--- src/rtl/tape_pkg.sv ---
// Shared types and constants for the photo tape reader sequencer.
package tape_pkg;

  typedef enum logic [1:0] {
    OP_READ   = 2'd0,
    OP_BACKUP = 2'd1,
    OP_REWIND = 2'd2,
    OP_ABORT  = 2'd3
  } op_e;

  typedef enum logic [2:0] {
    ST_OK          = 3'd0,
    ST_START_TO    = 3'd1,
    ST_END_OF_TAPE = 3'd2,
    ST_OVERRUN     = 3'd3,
    ST_ABORTED     = 3'd4
  } status_e;

  typedef enum logic [1:0] {
    S_IDLE,
    S_START,
    S_RUN,
    S_STOPPING
  } state_e;

  localparam logic [4:0] STOP_CODE_DEF = 5'h10;

endpackage

--- src/rtl/tape_char_decode.sv ---
// Photo-line sampler: one character per mark, blank-tape idle timer.
module tape_char_decode #(
  parameter int IDLE_TIMEOUT_MS = 200
) (
  input  logic       clk,
  input  logic       rst,
  input  logic       en,
  input  logic       tick,
  input  logic [4:0] photo,
  output logic       new_char,
  output logic [4:0] char,
  output logic       idle_timeout
);

  localparam logic [15:0] IDLE_LIM = 16'(IDLE_TIMEOUT_MS);

  logic [4:0]  prev_q;
  logic        held_q;
  logic [15:0] idle_q;
  logic        sample;

  assign sample       = en & tick;
  // A mark must be seen on two consecutive ticks; the held flag blocks repeats until a blank.
  assign new_char     = sample && (photo != 5'd0) && (photo == prev_q) && !held_q;
  assign char         = photo;
  assign idle_timeout = sample && !new_char && ((idle_q + 16'd1) == IDLE_LIM);

  always_ff @(posedge clk) begin
    if (rst || !en) begin
      prev_q <= 5'd0;
      held_q <= 1'b0;
      idle_q <= 16'd0;
    end else if (tick) begin
      prev_q <= photo;
      if (photo == 5'd0)
        held_q <= 1'b0;
      else if (new_char)
        held_q <= 1'b1;
      idle_q <= new_char ? 16'd0 : idle_q + 16'd1;
    end
  end

endmodule

--- src/rtl/tape_reader_ctl.sv ---
// Block-level photo tape reader sequencer (READ/BACKUP/REWIND/ABORT).
// Optional block statistics outputs enabled by TAPE_READER_CTL_STATS_EN.
module tape_reader_ctl
  import tape_pkg::*;
#(
  parameter logic [4:0] STOP_CODE        = STOP_CODE_DEF,
  parameter int         START_TIMEOUT_MS = 50,
  parameter int         IDLE_TIMEOUT_MS  = 200,
  parameter int         MAX_CHARS        = 1024
) (
  input  logic        clk,
  input  logic        rst,
  input  logic        tick_ms,
  input  logic        cmd_valid,
  output logic        cmd_ready,
  input  logic [1:0]  cmd_op,
  input  logic [4:0]  photo,
  input  logic        wait_for_tape,
  output logic        tape_fwd,
  output logic        tape_rev,
  output logic        remote_rewind,
  output logic        char_valid,
  output logic [4:0]  char_data,
  output logic        busy,
  output logic        done,
  output logic [2:0]  status
`ifdef TAPE_READER_CTL_STATS_EN
  ,
  output logic [15:0] blk_count,
  output logic [10:0] last_len
`endif
);

  localparam logic [15:0] START_LIM = 16'(START_TIMEOUT_MS);
  localparam logic [10:0] MAX_L     = 11'(MAX_CHARS);

  state_e      state_q, state_d;
  op_e         op_q, op_d;
  status_e     pend_q, pend_d;
  status_e     status_q, status_d;
  logic [15:0] ms_q, ms_d;
  logic        stop_seen_q, stop_seen_d;
  logic [10:0] ccnt_q, ccnt_d;
  logic        char_valid_q, char_valid_d;
  logic [4:0]  char_data_q, char_data_d;
  logic        done_q, done_d;
  logic        finish;
  logic        abort_req;
  logic        moving;
  logic        new_char;
  logic [4:0]  dec_char;
  logic        idle_timeout;
`ifdef TAPE_READER_CTL_STATS_EN
  logic [15:0] blk_q, blk_d;
  logic [10:0] last_q, last_d;
`endif

  tape_char_decode #(
    .IDLE_TIMEOUT_MS(IDLE_TIMEOUT_MS)
  ) u_dec (
    .clk         (clk),
    .rst         (rst),
    .en          (state_q == S_RUN),
    .tick        (tick_ms),
    .photo       (photo),
    .new_char    (new_char),
    .char        (dec_char),
    .idle_timeout(idle_timeout)
  );

  assign abort_req = cmd_valid && (op_e'(cmd_op) == OP_ABORT);

  always_comb begin
    state_d      = state_q;
    op_d         = op_q;
    pend_d       = pend_q;
    status_d     = status_q;
    ms_d         = ms_q;
    stop_seen_d  = stop_seen_q;
    ccnt_d       = ccnt_q;
    char_valid_d = 1'b0;
    char_data_d  = char_data_q;
    done_d       = 1'b0;
    finish       = 1'b0;

    case (state_q)
      S_IDLE: begin
        if (cmd_valid) begin
          if (abort_req) begin
            done_d   = 1'b1;
            status_d = ST_ABORTED;
          end else begin
            op_d        = op_e'(cmd_op);
            state_d     = S_START;
            pend_d      = ST_OK;
            status_d    = ST_OK;
            ms_d        = 16'd0;
            stop_seen_d = 1'b0;
            ccnt_d      = 11'd0;
          end
        end
      end
      S_START: begin
        if (wait_for_tape) begin
          state_d = S_RUN;
          ms_d    = 16'd0;
        end else if (tick_ms) begin
          ms_d = ms_q + 16'd1;
          if ((ms_q + 16'd1) == START_LIM) begin
            state_d = S_STOPPING;
            pend_d  = ST_START_TO;
            ms_d    = 16'd0;
          end
        end
      end
      S_RUN: begin
        // A character clears the idle timer, so these two never fire together.
        if (idle_timeout) begin
          state_d = S_STOPPING;
          pend_d  = ST_END_OF_TAPE;
          ms_d    = 16'd0;
        end else if (new_char) begin
          case (op_q)
            OP_READ: begin
              if (dec_char == STOP_CODE) begin
                state_d = S_STOPPING;
                pend_d  = ST_OK;
                ms_d    = 16'd0;
              end else if (ccnt_q == MAX_L) begin
                state_d = S_STOPPING;
                pend_d  = ST_OVERRUN;
                ms_d    = 16'd0;
              end else begin
                char_valid_d = 1'b1;
                char_data_d  = dec_char;
                ccnt_d       = ccnt_q + 11'd1;
              end
            end
            OP_BACKUP: begin
              // First stop code belongs to the block just read; the second marks its start.
              if (dec_char == STOP_CODE) begin
                if (stop_seen_q) begin
                  state_d = S_STOPPING;
                  pend_d  = ST_OK;
                  ms_d    = 16'd0;
                end else begin
                  stop_seen_d = 1'b1;
                end
              end
            end
            default: ;
          endcase
        end
      end
      S_STOPPING: begin
        if (!wait_for_tape || (tick_ms && ((ms_q + 16'd1) == START_LIM))) begin
          state_d  = S_IDLE;
          done_d   = 1'b1;
          finish   = 1'b1;
          status_d = abort_req ? ST_ABORTED : pend_q;
        end else begin
          if (abort_req)
            pend_d = ST_ABORTED;
          if (tick_ms)
            ms_d = ms_q + 16'd1;
        end
      end
      default: state_d = S_IDLE;
    endcase

    if (abort_req && ((state_q == S_START) || (state_q == S_RUN))) begin
      state_d      = S_STOPPING;
      pend_d       = ST_ABORTED;
      ms_d         = 16'd0;
      char_valid_d = 1'b0;
      char_data_d  = char_data_q;
      ccnt_d       = ccnt_q;
      stop_seen_d  = stop_seen_q;
    end
  end

`ifdef TAPE_READER_CTL_STATS_EN
  always_comb begin
    blk_d  = blk_q;
    last_d = last_q;
    if (finish) begin
      case (op_q)
        OP_READ: begin
          last_d = ccnt_q;
          if (status_d == ST_OK)
            blk_d = blk_q + 16'd1;
        end
        OP_BACKUP: begin
          if ((status_d == ST_OK) && (blk_q != 16'd0))
            blk_d = blk_q - 16'd1;
        end
        OP_REWIND: blk_d = 16'd0;
        default: ;
      endcase
    end
  end

  always_ff @(posedge clk) begin
    if (rst) begin
      blk_q  <= 16'd0;
      last_q <= 11'd0;
    end else begin
      blk_q  <= blk_d;
      last_q <= last_d;
    end
  end

  assign blk_count = blk_q;
  assign last_len  = last_q;
`endif

  always_ff @(posedge clk) begin
    if (rst) begin
      state_q      <= S_IDLE;
      op_q         <= OP_READ;
      pend_q       <= ST_OK;
      status_q     <= ST_OK;
      ms_q         <= 16'd0;
      stop_seen_q  <= 1'b0;
      ccnt_q       <= 11'd0;
      char_valid_q <= 1'b0;
      char_data_q  <= 5'd0;
      done_q       <= 1'b0;
    end else begin
      state_q      <= state_d;
      op_q         <= op_d;
      pend_q       <= pend_d;
      status_q     <= status_d;
      ms_q         <= ms_d;
      stop_seen_q  <= stop_seen_d;
      ccnt_q       <= ccnt_d;
      char_valid_q <= char_valid_d;
      char_data_q  <= char_data_d;
      done_q       <= done_d;
    end
  end

  // Motor lines decode straight from state, so only one can ever be high.
  assign moving        = (state_q == S_START) || (state_q == S_RUN);
  assign tape_fwd      = moving && (op_q == OP_READ);
  assign tape_rev      = moving && (op_q == OP_BACKUP);
  assign remote_rewind = moving && (op_q == OP_REWIND);
  assign cmd_ready     = (state_q == S_IDLE);
  assign busy          = (state_q != S_IDLE);
  assign char_valid    = char_valid_q;
  assign char_data     = char_data_q;
  assign done          = done_q;
  assign status        = status_q;

endmodule

--- config.mk ---
export PLATFORM = sky130hd
export DESIGN_NAME = tape_reader_ctl
export DESIGN_NICKNAME = d
export VERILOG_FILES = /design/src/rtl/tape_pkg.sv /design/src/rtl/tape_char_decode.sv /design/src/rtl/tape_reader_ctl.sv
export SDC_FILE = /design/constraint.sdc
export NUM_CORES = 1
export LEC_CHECK = 0
export CAP_MARGIN = 20
export CORE_UTILIZATION = 50
export CTS_BUF_LIST = sky130_fd_sc_hd__clkbuf_4
export DETAILED_ROUTE_END_ITERATION = 12
export PLACE_DENSITY = 0.72
export SYNTH_ARGS = -nofsm -noshare
export SYNTH_HDL_FRONTEND = slang
export SYNTH_SLANG_ARGS = --single-unit
--- constraint.sdc ---
create_clock -name clk -period 3.28 [get_ports clk]
set_input_delay 0.328 -clock clk [delete_from_list [all_inputs] [get_ports clk]]
set_output_delay 0.328 -clock clk [all_outputs]
set_load 0.05 [all_outputs]
==> impl_metrics.tcl <==
set metrics [dict create \
    drcViolationCount 0 \
    path_clk_slew_ps 130 \
    die_h_um 90.5 \
    finalHoldViolCount 0 \
    cp-end-kind "flip-flop" \
    power_density_nw_per_um2 517 \
    ios 27 \
    min-delay-start "stop_seen_q" \
    synthArstFlopShare_pct 0 \
    synthCells 498 \
    worstPathArrival_ps 3470 \
    cp.required_ps 3660 \
    first_global_vias 3373 \
    start_util_pct 52.8 \
    setup_viol 0 \
    syn_to_final_growth_pct 14.3 \
    synth_area_per_cell_um2 7.86 \
    worst_slew_pin_slew_ps 888 \
    worstSkewPairLatency_ps 440 \
    max_slew_margin_pct 40.8 \
    grt-ovfl-total 0 \
    drtAntennaViolNets 0 \
    die-area_um2 8190 \
    cts-root-buf "clkbuf_4" \
    first_iter_violations 158 \
    min_path_cells 2 \
    routed_via_density 5.98 \
    leakage_nw 1.60 \
    ys_ff_latch 67 \
    finalCoreUtilization_pct 60.4 \
    antenna_found_initial 0 \
    ctsHoldBuffers 0 \
    dieWidth_um 90.5 \
    max_stage_delay_ps 650 \
    finalMaxSlewViolations 0 \
    skew_ps 16.5 \
    met1Wirelength_um 4510 \
    drt-total-wl_um 9250 \
    place_congestion 0.831 \
    holdWs_ps 462 \
    met2_length_um 4070 \
    slowest_stage "or4b_4" \
    r2r_start "u_dec.idle_q[0]" \
    r2r_end "ms_q[13]" \
    route.vias.total 3782 \
    finalSetupTns_ps 0 \
    worstSetupPathType "flip-flop to flip-flop" \
    grt.total_usage_pct 23.3 \
    rsz0062_at_grt "false" \
    numCtsBuffers 9 \
    top_layer "met4" \
    synth_edf_count 0 \
    drv_cap 0 \
    crit_path_start_kind "flip-flop" \
    dp_hpwl_um 6480 \
    path_cells "ha_1 > and3_4 > or3_1 > a2111oi_2 > o22ai_1 > o21a_1 > or4b_4 > nor4_2 > a21o_1" \
    clk_path_buf_depth 2 \
    portBuffers 26 \
    crit_buf_inv 0 \
    num_antenna_cells 0 \
    final_nets 549 \
    finalWorstPathRequiredPeriod_ps 3090 \
    wl_per_cell_um 14.6 \
    grt_max_degree 23 \
    rows 31 \
    cts.htree.levels 3 \
    synthesis.nets 519 \
    clock-sinks 67 \
    coreArea_um2 7410 \
    routed-wl-met3_um 501 \
    dpl_worst_slack_ps 18.5 \
    period_share_pct 94.1 \
    status "completed" \
    reg2reg_depth 9 \
    drive_gt1_share_pct 9.76 \
    path_delay_family "simple AND/OR/NAND/NOR gates" \
    final.setup.worst_slack_ps 195 \
    whs_endpoint "stop_seen_q" \
    hold_path.class "flip-flop to flip-flop" \
    synth_top_area_share_pct 34.3 \
    cp_max_fo 22 \
    post-synth-top-area-cell "dfxtp_1" \
    yosysSeqAreaShare_pct 34.3 \
    drt-pass1-iter-count 5 \
    ys.flop_type "dfxtp_1" \
    irDropWorstVdd_mv 0.559 \
    netlist_area_um2 3920 \
    cts_tree "done" \
    yosysWarnings 0 \
    grt_pass1_wl_um 15600 \
    synth_cell_types 66 \
    max_freq_mhz 324 \
    synth_top_cells_by_area "dfxtp_1, nor2_1, o21ai_0" \
    r2r_setup_slack_ps 190 \
]
-- where the power goes --
part	internal, mW	switching [mW]	total, mW	leakage [nW]
logic	0.284	0.505	0.789	0.977
clock network	0.319	0.328	0.647	0.0830
registers	0.847	0.0329	0.880	0.540
total	1.45	0.866	2.32	1.60
-- state kept, by name, indices dropped and copies added, names as in the netlist --
signal	cells
ccnt_q	11
char_data	5
char_valid	1
done	1
ms_q	16
op_q	2
pend_q	3
state_q	2
status	3
stop_seen_q	1
u_dec.held_q	1
u_dec.idle_q	16
u_dec.prev_q	5
-- worst reg2reg max path, stage by stage (launching register included) --
cell and delay, ps:
dfxtp_1 380, ha_1 260, and3_4 230, or3_1 330, a2111oi_2 380, o22ai_1 150, o21a_1 260, or4b_4 650
nor4_2 270, a21o_1 110
-- how the worst max path moves through the flow --
stage | startpoint | endpoint | cells past startpoint
final | u_dec.idle_q[0] | ms_q[13] | 9
after floorplan | u_dec.idle_q[0] | ms_q[13] | 11
after global routing | u_dec.idle_q[0] | ms_q[13] | 9
after global placement | photo[0] | ms_q[13] | 9
after detailed placement | photo[0] | ms_q[13] | 9
after CTS | u_dec.idle_q[0] | ms_q[13] | 9
-- timing repair --
item,in CTS,in global routing
gates resized for setup,0,1
setup buffers,0,0
setup endpoints to repair,0,1
hold endpoints to repair,0,0
-- logic make-up after synthesis --
| logic type | count (synthesis) | share of synthesized area, % |
|---|---|---|
| simple gates | 229 | 30.9 |
| compound gates | 118 | 19.0 |
| flops | 67 | 34.3 |
| buf+inv | 40 | 4.63 |
| xor+xnor | 18 | 4.03 |
| mux | 17 | 4.35 |
| fa+ha+maj | 9 | 2.88 |
-- synthesized netlist by cell type (all sizes together) (2+ instances only) --
master,count
a22oi,3
mux2i,17
inv,16
o21ai,40
or3,11
o2bb2ai,2
a21o,8
buf,11
nor3b,6
nand4,15
ha,9
dfxtp,67
xor2,5
a31oi,4
and3,10
nand3,22
a211oi,2
o41a,2
o22ai,5
xnor2,13
or2,3
nor3,18
and4,5
a211o,4
nand3b,2
nor2,59
and2,3
nand2,42
clkbuf,13
nand2b,8
nor4,18
a21oi,33
-- cell type report --
type | count | area (um^2)
clock buffer | 10 | 75.1
sequential | 67 | 1340
multi-input combinational | 391 | 2400
tap | 99 | 124
clock inverter | 6 | 88.8
inverter | 16 | 60.1
fill | 667 | 2930
timing repair buffer | 43 | 388
-- per-stage QoR --
| stage | total power, mW | instance area [um^2] | cells |
|---|---|---|---|
| detailed placement | 1.67 | 4310 | 616 |
| finish | 2.32 | 4480 | 632 |
| global placement | 1.66 | 4310 | 616 |
| floorplan | 1.45 | 3920 | 498 |
| CTS | 2.31 | 4470 | 632 |
| global route | 2.44 | 4480 | 632 |
-- layout by cell type, fill, tap and decap left out, types with 4 or more instances in the layout --
cell and count:
nor3b_1 5, xor2_1 5, o22ai_1 5, a31oi_1 4
a211o_1 4, nand3_1 22, nor2_1 59, or3_1 10
nor3_1 17, ha_1 9, clkdlybuf4s50_1 26, buf_4 17
o21ai_0 38, and4_1 4, a21o_1 8, nand2b_1 8
and3_1 9, nand2_1 42, nand4_1 14, clkbuf_4 10
mux2i_1 17, dfxtp_1 67, xnor2_1 13, a21oi_1 33
inv_1 16, nor4_1 15
-- per-layer routing --
metal / up-vias / track usage (%)
li1: 1890 / -
met1: 1771 / 31.6
met2: 106 / 36.7
met3: 15 / 4.21
met4: 0 / 9.14
met5: - / 0
Note: power is estimated with default switching activity, not from simulation.
